==> src/rtl/mcast_split_engine.sv <==
// Sequential multicast splitter for one mesh-router input port.
// Accepts one head descriptor (unicast destination or multicast bitmask), partitions
// the destination set by output port using XY or YX dimension-order routing, and
// presents one branch per cycle to the crossbar allocator (valid/ready).
// Ports:
//   clk, rst                      clock, asynchronous active-high reset
//   in_valid/in_ready             head descriptor handshake (ready only when idle)
//   in_um_type/in_uni_dst/in_mult_dst  descriptor: 0=unicast, 1=multicast
//   out_valid/out_ready           branch handshake
//   out_port/out_doc/out_last     branch port, destination subset, final-branch flag
//   out_um_type/out_uni_dst       latched descriptor fields
//   drop_cnt                      saturating count of descriptors with no destination
module mcast_split_engine #(
  parameter int ROWS    = 4,
  parameter int COLS    = 4,
  parameter int MY_XPOS = 0,
  parameter int MY_YPOS = 0,
  parameter int ROUTING = 0,
  localparam int N      = ROWS * COLS,
  localparam int NW     = $clog2(N)
) (
  input  logic          clk,
  input  logic          rst,
  input  logic          in_valid,
  output logic          in_ready,
  input  logic          in_um_type,
  input  logic [NW-1:0] in_uni_dst,
  input  logic [N-1:0]  in_mult_dst,
  output logic          out_valid,
  input  logic          out_ready,
  output logic [2:0]    out_port,
  output logic [N-1:0]  out_doc,
  output logic          out_um_type,
  output logic [NW-1:0] out_uni_dst,
  output logic          out_last,
  output logic [7:0]    drop_cnt
);

  typedef enum logic {IDLE, SPLIT} state_t;

  state_t          state, state_nxt;
  logic [N-1:0]    remaining;
  logic            um_type_q;
  logic [NW-1:0]   uni_dst_q;
  logic [7:0]      drop_q;

  logic [N-1:0]    uni_onehot;
  logic [N-1:0]    work;
  logic            accept;
  logic            take;
  logic [2:0]      sel_port;
  logic [N-1:0]    subset;
  logic            found;
  logic            branch_last;

  // Output port of node d under the configured dimension order.
  function automatic logic [2:0] port_of(input int d);
    int dx;
    int dy;
    dx = d / ROWS;
    dy = d % ROWS;
    port_of = 3'd0;
    if (ROUTING == 0) begin
      if (dx > MY_XPOS)      port_of = 3'd1;
      else if (dx < MY_XPOS) port_of = 3'd2;
      else if (dy > MY_YPOS) port_of = 3'd3;
      else if (dy < MY_YPOS) port_of = 3'd4;
    end else begin
      if (dy > MY_YPOS)      port_of = 3'd3;
      else if (dy < MY_YPOS) port_of = 3'd4;
      else if (dx > MY_XPOS) port_of = 3'd1;
      else if (dx < MY_XPOS) port_of = 3'd2;
    end
  endfunction

  // Constant mask of all nodes routed through port p.
  function automatic logic [N-1:0] port_mask(input int p);
    port_mask = '0;
    for (int d = 0; d < N; d++) begin
      port_mask[d] = (int'(port_of(d)) == p);
    end
  endfunction

  // An out-of-range unicast destination shifts the bit out entirely, so it
  // shows up as an empty work set and is dropped like an empty multicast.
  assign uni_onehot = {{(N-1){1'b0}}, 1'b1} << in_uni_dst;
  assign work       = in_um_type ? in_mult_dst : uni_onehot;
  assign accept     = in_valid && in_ready;
  assign take       = accept && (work != '0);

  // Lowest-numbered port that still has destinations; empty ports never surface.
  always_comb begin
    sel_port = 3'd0;
    subset   = '0;
    found    = 1'b0;
    for (int p = 0; p < 5; p++) begin
      if (!found && ((remaining & port_mask(p)) != '0)) begin
        found    = 1'b1;
        sel_port = 3'(p);
        subset   = remaining & port_mask(p);
      end
    end
  end

  assign branch_last = ((remaining & ~subset) == '0);

  assign in_ready    = (state == IDLE);
  assign out_valid   = (state == SPLIT);
  assign out_port    = sel_port;
  assign out_doc     = um_type_q ? subset : '0;
  assign out_last    = (state == SPLIT) && branch_last;
  assign out_um_type = um_type_q;
  assign out_uni_dst = uni_dst_q;
  assign drop_cnt    = drop_q;

  always_ff @(posedge clk or posedge rst) begin
    if (rst) state <= IDLE;
    else     state <= state_nxt;
  end

  always_comb begin
    state_nxt = state;
    case (state)
      IDLE:    if (take) state_nxt = SPLIT;
      SPLIT:   if (out_ready && branch_last) state_nxt = IDLE;
      default: state_nxt = IDLE;
    endcase
  end

  always_ff @(posedge clk or posedge rst) begin
    if (rst) begin
      remaining <= '0;
      um_type_q <= 1'b0;
      uni_dst_q <= '0;
      drop_q    <= 8'd0;
    end else if (take) begin
      remaining <= work;
      um_type_q <= in_um_type;
      uni_dst_q <= in_uni_dst;
    end else if (accept) begin
      if (drop_q != 8'hFF) drop_q <= drop_q + 8'd1;
    end else if (out_valid && out_ready) begin
      remaining <= remaining & ~subset;
    end
  end

endmodule

==> config.mk <==
export PLATFORM = sky130hd
export DESIGN_NAME = mcast_split_engine
export DESIGN_NICKNAME = d
export VERILOG_FILES = /design/src/rtl/mcast_split_engine.sv
export SDC_FILE = /design/constraint.sdc
export NUM_CORES = 1
export LEC_CHECK = 0
export ABC_AREA = 1
export ABC_CLOCK_PERIOD_IN_PS = 3790
export CORE_ASPECT_RATIO = 1.4
export CORE_MARGIN = 3
export CORE_UTILIZATION = 45
export CTS_CLUSTER_DIAMETER = 100
export DETAILED_ROUTE_END_ITERATION = 12
export PLACE_DENSITY = 0.8
export SLEW_MARGIN = 20
export SYNTH_ARGS = -nofsm -noshare
export SYNTH_HDL_FRONTEND = slang
export SYNTH_SLANG_ARGS = --single-unit
export TNS_END_PERCENT = 30
==> constraint.sdc <==
create_clock -name clk -period 3.79 [get_ports clk]
set_input_delay 0.758 -clock clk [delete_from_list [all_inputs] [get_ports clk]]
set_output_delay 0.758 -clock clk [all_outputs]
set_load 0.03 [all_outputs]
==> results of run 1 <==
power breakdown:
group / switching, mW / leakage (nW) / internal [mW]
Combinational: 0.576 / 0.915 / 0.332
Sequential: 0.0998 / 0.396 / 0.416
Clock: 0.118 / 0.0482 / 0.146
area by class of cell:
| cell class | count | area [um^2] | area share |
|---|---|---|---|
| sequential | 30 | 751 | 0.258 |
| inverter | 44 | 165 | 0.0568 |
| clock inverter | 1 | 5.00 | 0.00172 |
| tap | 62 | 77.6 | 0.0267 |
| timing repair buffer | 58 | 581 | 0.200 |
| multi-input combinational | 239 | 1240 | 0.428 |
| clock buffer | 7 | 86.3 | 0.0297 |
how the worst max path moves through the flow:
stage,start,endpoint,slack [ns],cells past startpoint
6_report,remaining[5],out_port[0],0.55,8
5_1_grt,remaining[5],out_last,0.36,9
4_1_cts,remaining[5],out_port[0],0.55,8
3_5_place_dp,in_um_type,remaining[15],0.69,12
3_3_place_gp,in_um_type,remaining[3],0.75,12
2_1_floorplan,remaining[5],out_port[0],1.27,6
registers in the layout, indices dropped and copies added, names as in the netlist:
register	cells
remaining	16
drop_cnt	8
out_uni_dst	4
out_um_type	1
out_valid	1
Yosys cell counts, drive strengths merged:
cell type,n
clkinv,8
buf,10
xnor2,5
or2,1
a22o,1
nand3,50
a31oi,2
conb,1
nor3,7
a21oi,1
inv,36
o31ai,1
nand4,2
nand2,103
ha,1
xor2,2
nor2,36
o21ai,25
nand3b,1
clkbuf,1
dfrtp,30
layer usage:
| layer | wire [um] | track usage | vias to the layer above |
|---|---|---|---|
| met1 | 2310 | 0.233 | 989 |
| met5 | 0 | 0 | - |
| met4 | 105 | 0.0610 | 0 |
| li1 | - | - | 1140 |
| met2 | 2810 | 0.340 | 49 |
| met3 | 194 | 0.0324 | 13 |
cell families after synthesis:
kind of cell / synth area share
DFF: 0.331
buffers and inverters: 0.120
xor gates and xnor gates: 0.0270
and+or+nand+nor: 0.436
other: 0.00165
AOI/OAI and AO/OA: 0.0784
adders and majority gates: 0.00552
metrics by stage:
step	hold slack (ns)	instance area (um^2)	cells	util
finish	0.489	2910	441	0.621
CTS	0.492	2910	441	0.621
floorplan	0.469	2270	324	-
global route	0.501	2910	441	0.621
detailed placement	0.478	2820	433	0.602
global placement	0.467	2820	433	0.602
tightest hold or removal path, cell delays in order, from the launching register on:
cell     delay [ns]
dfrtp_1        0.35
nand2_1        0.06
o21ai_2        0.05
==> metrics.md, run 1 <==
| Metric | Value |
|---|---|
| Status | `complete, no violations` |
| RSZ-0062 raised after global routing | `false` |
| Crit path required time | `3.03 ns` |
| CTS HTree Levels | `2` |
| Die height | `90.0 um` |
| First-pass GRT wire length | `9250 um` |
| Worst-Skew Late Latency | `0.28 ns` |
| Routed WL | `5420 um` |
| Final Hold Vio Count | `0` |
| Num ports | `60` |
| Final setup fails | `0` |
| Slowest cell on crit path | `clkdlybuf4s50_1` |
| RR Startpoint | `out_valid` |
| WP data arrival | `2.48 ns` |
| Most common cell on crit path | `nand2_1` |
| GR Overflow Total | `0` |
| Seq cells post-synth | `30` |
| Reg-to-reg setup timing slack | `1.91 ns` |
| Num CTS Buffers | `5` |
| Buf+Inv Stages, Crit Path | `2` |
| CP Cell Sequence | `nor2_1 > nand2_1 > nor2_1 > nand2_1 > nand2_1 > inv_1 > or2_2 > clkdlybuf4s50_1` |
| Vias in the first global route | `2107` |
| PwrDens | `580 nW/um^2` |
| Tot Pwr | `1.69 mW` |
| Synth-to-layout area growth | `28.3%` |
| TritonCTS clock tree | `built` |
| Pins Over Slew Limit | `0` |
| Layout cells sized above 1 | `0.129` |
| Starting density of the core | `0.484` |
| Register area share after synthesis | `0.331` |
| Hold buffers post-CTS | `0` |
| Synthesized area per cell | `7.00 um^2` |
| Post-place setup slack | `0.688 ns` |
| Standard-cell rows | `29` |
| Synth area leader | `dfrtp_1` |
| CTS max path bufs | `2` |
| Setup Fix Bufs, Post-CTS | `0` |
| Ys Warns | `0` |
| Crit-path max cell delay | `0.59 ns` |
| Initial antenna violation count | `0` |
| Net Count, Synth | `350` |
| Share of the synthesized area in the top cell type | `0.331` |
| DP Wirelength | `4270 um` |
| CTS Root Cell | `clkbuf_8` |
| Post-route ant nets | `0` |
| Cell family contributing the most delay on the critical path | `simple AND/OR/NAND/NOR gates` |
| Reg2Reg Capture Point | `remaining[7]` |
| Relative slew slack | `0.519` |
| Max Cap Viol | `0` |
| Max FO, Critical Path | `14` |
| Core box area | `4680 um^2` |
| Port Buffers | `58` |
| Period utilisation layout | `0.854` |
| Crit end category | `primary output` |
| HP Start | `out_uni_dst[2]` |
| Routed len/inst | `12.3 um` |
| Yosys cell types | `35` |
| Area contributors post-synth | `dfrtp_1 (33%), nand2_1 (16%), nand3_1 (8.2%), nand3_2 (5.3%), inv_1 (5.0%)` |
| Mapped cell area | `2270 um^2` |
| DR iter-0 viols | `82` |
| Hold Path Sink | `out_uni_dst[2]` |
| GP Congestion | `0.882` |
| # fillers | `432` |
| Hold crit path type | `flip-flop to flip-flop` |
| Worst Slack Setup Final | `0.552 ns` |
| Clock Pin Slew Worst Setup and Hold Paths | `0.07 ns` |
| Worst Skew | `0.00714 ns` |
| CP Class | `flip-flop to primary output` |
| Most frequent cells in the layout | `nand2_1 (96), clkdlybuf4s50_1 (58), nand3_1 (37), dfrtp_1 (30), inv_1 (29)` |
| Total GRT Usage | `0.193` |
| Post-synthesis cell count | `324` |
| Nets@finish | `404` |
| Post-CTS sizing | `0` |
| Clock sinks | `30` |
| Worst reg2reg path depth | `6` |
| Die Span X | `66.0 um` |
| Hold Crit Depth | `2` |
| Diode count | `0` |
| DRT Pass-1 Iters | `4` |
| Maximum vdd drop | `229 uV` |
| Least-Margin Pin Slew | `0.720 ns` |
| Minimum clock period | `3.24 ns` |
| FMAX | `309 MHz` |
| Crit path launch type | `flip-flop` |
| Post-route DRC | `0` |
| Die footprint | `5940 um^2` |
| Leading cell type in the layout, fill and taps excluded | `nand2_1` |
| TNS Setup | `0 ns` |
| Vias per cell | `4.97` |
| Pleak | `1.36 nW` |
| Largest net degree at the start of global routing | `31` |
| Via Count | `2191` |
No activity file was read; power rests on OpenSTA's default activity.
==> run 2: changes to the inputs <==
--- a/config.mk
+++ b/config.mk
@@ -6,7 +6,7 @@
 export NUM_CORES = 1
 export LEC_CHECK = 0
 export ABC_AREA = 1
-export ABC_CLOCK_PERIOD_IN_PS = 3790
+export ABC_CLOCK_PERIOD_IN_PS = 3900
 export CORE_ASPECT_RATIO = 1.4
 export CORE_MARGIN = 3
 export CORE_UTILIZATION = 45
==> constraint.sdc (replaced) <==
create_clock -name clk -period 3.9 [get_ports clk]
set_input_delay 0.78 -clock clk [delete_from_list [all_inputs] [get_ports clk]]
set_output_delay 0.78 -clock clk [all_outputs]
set_load 0.03 [all_outputs]
==> run 2 against run 1 <==
  * Total power decreased by 2.5%
  * Largest cell class unchanged
  * Hold slack got worse by 0.0014 ns
  * Core utilization unchanged
  * Critical path type unchanged
  * Clock power decreased by 3%
  * Highest routed layer unchanged
  * Non-clock buffer count unchanged
  * Routed wire length increased by 0.22%
==> metrics.md, run 2 (synthesis results as in run 1) <==
| Metric | Value |
|---|---|
| Status | `complete, no violations` |
| Total GRT Usage | `0.196 (+0.00345)` |
| DRT Pass-1 Iters | `4 (unchanged)` |
| GR Overflow Total | `0 (unchanged)` |
| Gate power share | `0.539 (about the same)` |
| Hold crit path type | `flip-flop to flip-flop` |
| Relative slew slack | `0.523 (+0.00377)` |
| Num CTS Buffers | `5 (unchanged)` |
| Pins Over Slew Limit | `0 (unchanged)` |
| Setup Fix Bufs, Post-CTS | `0 (unchanged)` |
| Final Instance Area | `2910 um^2 (unchanged)` |
| Most frequent cells in the layout | `nand2_1 (96), clkdlybuf4s50_1 (58), nand3_1 (37), dfrtp_1 (30), inv_1 (29)` |
| Core box area | `4680 um^2 (unchanged)` |
| Max FO, Critical Path | `14 (unchanged)` |
| TritonCTS clock tree | `built` |
| Post-CTS sizing | `0 (unchanged)` |
| # fillers | `417 (-3.5%)` |
| Clk pwr share | `0.155 (about the same)` |
| Pleak | `1.36 nW (unchanged)` |
| Synth-to-layout area growth | `28.3% (unchanged)` |
| Diode count | `0 (unchanged)` |
| RSZ-0062 raised after global routing | `false` |
| DR iter-0 viols | `83 (+1.2%)` |
| CTS HTree Levels | `2 (unchanged)` |
| Crit path launch type | `flip-flop` |
| Most flop-heavy register | `remaining` |
| Final Hold Vio Count | `0 (unchanged)` |
| TNS Setup | `0 ns (unchanged)` |
| Max reg flops | `16 (unchanged)` |
| Crit path required time | `3.12 ns (+0.09 ns)` |
| Starting density of the core | `0.484 (unchanged)` |
| Nets@finish | `404 (unchanged)` |
| Die Span X | `66.0 um (unchanged)` |
| Die footprint | `5940 um^2 (unchanged)` |
| Minimum clock period | `3.29 ns` |
| Standard-cell rows | `29 (unchanged)` |
| Via Count | `2186 (-0.23%)` |
| Port Buffers | `58 (unchanged)` |
| PwrDens | `566 nW/um^2 (-2.5%)` |
| CP Class | `flip-flop to primary output` |
| Sw Pwr | `0.777 mW (-2.1%)` |
| Routed WL | `5430 um (+0.22%)` |
| Vias per cell | `4.96 (-0.23%)` |
| DP Wirelength | `4280 um (+0.29%)` |
| CTS Root Cell | `clkbuf_8` |
| CTS max path bufs | `2 (unchanged)` |
| Layout cells sized above 1 | `0.129 (unchanged)` |
| Final setup fails | `0 (unchanged)` |
| Max Cap Viol | `0 (unchanged)` |
| Placed Area | `2820 um^2 (unchanged)` |
| Clock sinks | `30 (unchanged)` |
| FMAX | `304 MHz` |
| Num ports | `60 (unchanged)` |
| Hold buffers post-CTS | `0 (unchanged)` |
| Largest net degree at the start of global routing | `31 (unchanged)` |
| Period utilisation layout | `0.843` |
| Clock Pin Slew Worst Setup and Hold Paths | `0.06 ns (about the same)` |
| Crit end category | `primary output` |
| Post-route DRC | `0 (unchanged)` |
| Internal power | `0.870 mW (-2.8%)` |
| Vias in the first global route | `2158 (+2.4%)` |
| First-pass GRT wire length | `9470 um (+2.4%)` |
| GP Congestion | `0.882 (about the same)` |
| Initial antenna violation count | `0 (unchanged)` |
| Routed len/inst | `12.3 um (+0.22%)` |
| Die height | `90.0 um (unchanged)` |
| WP data arrival | `2.51 ns (+0.03 ns)` |
| Leading cell type in the layout, fill and taps excluded | `nand2_1` |
| Worst Skew | `0.00204 ns (-0.00510 ns)` |
| Post-route ant nets | `0 (unchanged)` |
| Maximum vdd drop | `257 uV (+12%)` |
| Worst-Skew Late Latency | `0.28 ns (about the same)` |
| Least-Margin Pin Slew | `0.714 ns (-0.00564 ns)` |
| Seq pwr share | `0.305 (about the same)` |
| Sw Share | `0.472 (+0.00187)` |
[run 2: cell counts in the layout (fill, tap and decap cells not counted)]
Identical to the previous run, type by type.
[run 2: critical path, cell delays in order, from the launching register on]
cell             delay (ns)
dfrtp_1                0.43
nor2_1                 0.13
nand2_1                0.07
nor2_1                 0.13
nand2_1                0.06
nand2_1                0.34
inv_1                  0.16
or2_2                  0.31
clkdlybuf4s50_1        0.59
[run 2: through the flow]
step	instances	hold slack, ns	util	setup slack (ns)	power (mW)
after CTS	441	0.491	0.621	0.626	1.65
final	441	0.488	0.621	0.611	1.65
after detailed placement	433	0.478	0.602	0.794	1.40
after floorplan	324	0.469	-	1.36	1.12
after global placement	433	0.467	0.602	0.839	1.38
after global routing	441	0.500	0.621	0.427	1.76
[run 2: final timing paths]
check	start	to	slack [ns]	cells after the start
setup / recovery	remaining[5]	out_port[0]	0.61	8
hold / removal	out_uni_dst[2]	out_uni_dst[2]	0.49	2
setup reg to reg	out_valid	remaining[7]	2.03	6
hold reg to reg	out_uni_dst[2]	out_uni_dst[2]	0.49	2
max in group asynchronous	rst	out_uni_dst[0]	2.58	2
min in group asynchronous	rst	remaining[8]	0.91	2
[run 2: cell type report]
cell class | count | area [um^2] | share of cell area
repair buffers | 58 | 581 | 0.200
multi-input cells | 239 | 1240 | 0.428
clock buffers | 7 | 86.3 | 0.0297
well taps | 62 | 77.6 | 0.0267
clock inverters | 1 | 5.00 | 0.00172
flip-flops and latches | 30 | 751 | 0.258
inverters | 44 | 165 | 0.0568
[run 2: per-layer routing]
metal	global-route usage	share of wire	up-vias
met3	0.0274	0.043	8
met4	0.0559	0.015	0
met2	0.350	0.52	70
met1	0.240	0.42	975
li1	-	-	1133
met5	0	0	-
[run 2: power groups by stage]
stage / logic (mW) / clock network (mW) / registers (mW)
after floorplan: 0.574 / 0 / 0.545
after global placement: 0.877 / 0 / 0.504
after detailed placement: 0.889 / 0 / 0.509
after CTS: 0.891 / 0.257 / 0.503
after global routing: 0.978 / 0.268 / 0.518
final: 0.888 / 0.256 / 0.503
==> run 3: changes to the inputs <==
--- a/config.mk
+++ b/config.mk
@@ -6,7 +6,7 @@
 export NUM_CORES = 1
 export LEC_CHECK = 0
 export ABC_AREA = 1
-export ABC_CLOCK_PERIOD_IN_PS = 3900
+export ABC_CLOCK_PERIOD_IN_PS = 3100
 export CORE_ASPECT_RATIO = 1.4
 export CORE_MARGIN = 3
 export CORE_UTILIZATION = 45
==> constraint.sdc (replaced) <==
create_clock -name clk -period 3.1 [get_ports clk]
set_input_delay 0.62 -clock clk [delete_from_list [all_inputs] [get_ports clk]]
set_output_delay 0.62 -clock clk [all_outputs]
set_load 0.03 [all_outputs]
==> run 3 against run 2 <==
  * Largest power group unchanged
  * Routed wire length rose by 1.3%
  * Final cell count rose by 0.91%
  * Highest routed layer unchanged
  * Setup slack got worse by 0.41 ns
  * Global-route usage rose by 0.096 points
  * Sequential share of layout area fell by 0.43 points
  * Register-to-register slack got worse by 0.52 ns
  * Count of clock-buffer cells in the layout did not move
  * Clock skew rose by 0.0032 ns
  * Flip-flop and latch count did not move
==> metrics.md, run 3 (synthesis results as in run 1) <==
| Metric | Value |
|---|---|
| Slowest cell on crit path | `clkdlybuf4s50_1` |
| Reg-to-reg setup timing slack | `1.51 ns (-0.52 ns)` |
| Leading cell type in the layout, fill and taps excluded | `nand2_1` |
| DR iter-0 viols | `92 (+11%)` |
| Least-Margin Pin Slew | `0.513 ns (-0.201 ns)` |
| Buf+Inv Stages, Crit Path | `1 (-1)` |
| Nets@finish | `408 (+0.99%)` |
| Most flop-heavy register | `remaining` |
| Total GRT Usage | `0.197 (+0.000963)` |
| Layout cells sized above 1 | `0.141 (+0.0117)` |
| TNS Setup | `0 ns (unchanged)` |
| Standard-cell rows | `29 (unchanged)` |
| GP Congestion | `0.816 (-7.5%)` |
| CTS Root Cell | `clkbuf_8` |
| Post-route DRC | `0 (unchanged)` |
| Tot Pwr | `2.09 mW (+27%)` |
| DRT Pass-1 Iters | `4 (unchanged)` |
| Num CTS Buffers | `5 (unchanged)` |
| Max reg flops | `16 (unchanged)` |
| Port Buffers | `58 (unchanged)` |
| Num ports | `60 (unchanged)` |
| CP Class | `flip-flop to primary output` |
| Die Span X | `66.0 um (unchanged)` |
| Synth-to-layout area growth | `30.5%` |
| Clock sinks | `30 (unchanged)` |
| Die footprint | `5940 um^2 (unchanged)` |
| FMAX | `345 MHz` |
| PwrDens | `707 nW/um^2 (+25%)` |
| FF+latch area | `751 um^2 (unchanged)` |
| Final Instance Area | `2960 um^2 (+1.7%)` |
| Crit path launch type | `flip-flop` |
| Pins Over Slew Limit | `0 (unchanged)` |
| Final Hold Vio Count | `0 (unchanged)` |
| TritonCTS clock tree | `built` |
| Maximum vdd drop | `300 uV (+17%)` |
| CTS max path bufs | `2 (unchanged)` |
| Multi-input logic area | `1250 um^2 (+0.70%)` |
| Vias in the first global route | `2064 (-4.4%)` |
| Routed WL | `5500 um (+1.3%)` |
| Worst Skew | `0.00527 ns (+0.00323 ns)` |
| Layout Cells excl Fill | `445 (+0.91%)` |
| Hold crit path type | `flip-flop to flip-flop` |
| DP Wirelength | `4220 um (-1.3%)` |
| Diode count | `0 (unchanged)` |
| First-pass GRT wire length | `9400 um (-0.73%)` |
| Worst-Skew Late Latency | `0.28 ns (about the same)` |
| # fillers | `439 (+5.3%)` |
| Post-route ant nets | `0 (unchanged)` |
| Post-Route Utilization | `0.632 (+0.0104)` |
| Cell family contributing the most delay on the critical path | `simple AND/OR/NAND/NOR gates` |
| GR Overflow Total | `0 (unchanged)` |
| Pleak | `1.44 nW (+5.6%)` |
| Crit-path max cell delay | `0.69 ns (+0.10 ns)` |
| Placed Area | `2850 um^2 (+1.1%)` |
| Max Cap Viol | `0 (unchanged)` |
| Die height | `90.0 um (unchanged)` |
| RSZ-0062 raised after global routing | `false` |
| Max FO, Critical Path | `6 (-8)` |
| Minimum clock period | `2.90 ns` |
| HP Start | `out_uni_dst[1]` |
| Crit path required time | `2.48 ns (-0.64 ns)` |
| Routed len/inst | `12.4 um (+0.38%)` |
| DP Cell Count | `437 (+0.92%)` |
| CTS HTree Levels | `2 (unchanged)` |
| Relative slew slack | `0.658 (+0.135)` |
| Most frequent cells in the layout | `nand2_1 (95), clkdlybuf4s50_1 (54), nand3_1 (37), inv_1 (30), dfrtp_1 (30)` |
| Largest net degree at the start of global routing | `31 (unchanged)` |
| Via Count | `2147 (-1.8%)` |
| Initial antenna violation count | `0 (unchanged)` |
| Starting density of the core | `0.484 (unchanged)` |
| Clock Pin Slew Worst Setup and Hold Paths | `0.06 ns (about the same)` |
| Critical Path Source | `remaining[5]` |
| Hold buffers post-CTS | `0 (unchanged)` |
| Status | `complete, no violations` |
| CP Cell Sequence | `nor2_1 > nand2_1 > nor2_1 > nand3_1 > nand2_1 > nand3_1 > nor3_1 > clkdlybuf4s50_1` |
| Vias per cell | `4.82 (-2.7%)` |
| Crit end category | `primary output` |
| Setup Fix Bufs, Post-CTS | `0 (unchanged)` |
| RR Startpoint | `drop_cnt[0]` |
| Period utilisation layout | `0.936` |
| Core box area | `4680 um^2 (unchanged)` |
| Post-CTS sizing | `0 (unchanged)` |
| Final setup fails | `0 (unchanged)` |
| WP data arrival | `2.28 ns (-0.23 ns)` |
-- run 3: changes by cell type in the layout (fill, tap and decap cells not counted) --
cell and delta:
buf_4 +4, a31oi_2 +1, dlymetal6s2s_1 +4, clkdlybuf4s50_1 -4, nand2_2 +1, a31oi_1 -1, inv_2 -1, nand2_1 -1
inv_1 +1
-- run 3: path summary, 6_finish.rpt --
| kind | cells past startpoint | end |
|---|---|---|
| max in group asynchronous | 3 | remaining[0] |
| hold reg to reg | 2 | out_uni_dst[1] |
| setup reg to reg | 6 | drop_cnt[0] |
| hold / removal | 2 | out_uni_dst[1] |
| setup / recovery | 8 | out_last |
| min in group asynchronous | 3 | out_valid |
-- run 3: area by class of cell --
cell class,count,area share
timing repair buffer,62,0.210
clock buffer,7,0.0292
inverter,44,0.0558
sequential,30,0.254
tap,62,0.0262
clock inverter,1,0.00169
multi-input combinational,239,0.423
-- run 3: routing by layer --
layer	up-vias	track usage	routed length, um
li1	1132	-	-
met1	944	0.249	2390
met2	56	0.328	2740
met3	15	0.0274	191
met4	0	0.0881	172
met5	-	0	0
-- run 3: worst reg2reg max path, cell delays in order (launching register included) --
cell and delay [ns]:
dfrtp_1 0.43, ha_1 0.23, nand2_1 0.07, nor3_1 0.25, a31oi_1 0.18, nand3_4 0.21
xnor2_1 0.14
-- run 3: where the power goes --
group	internal [mW]	switching, mW	total, mW
clock network	0.179	0.148	0.327
registers	0.509	0.118	0.627
logic	0.423	0.715	1.14
total	1.11	0.981	2.09
-- run 3: metrics by stage --
stage,worst slack [ns],hold WS [ns]
finish,0.199,0.486
CTS,0.125,0.487
detailed placement,0.256,0.473
floorplan,0.719,0.469
global placement,0.275,0.471
global route,0.0163,0.500
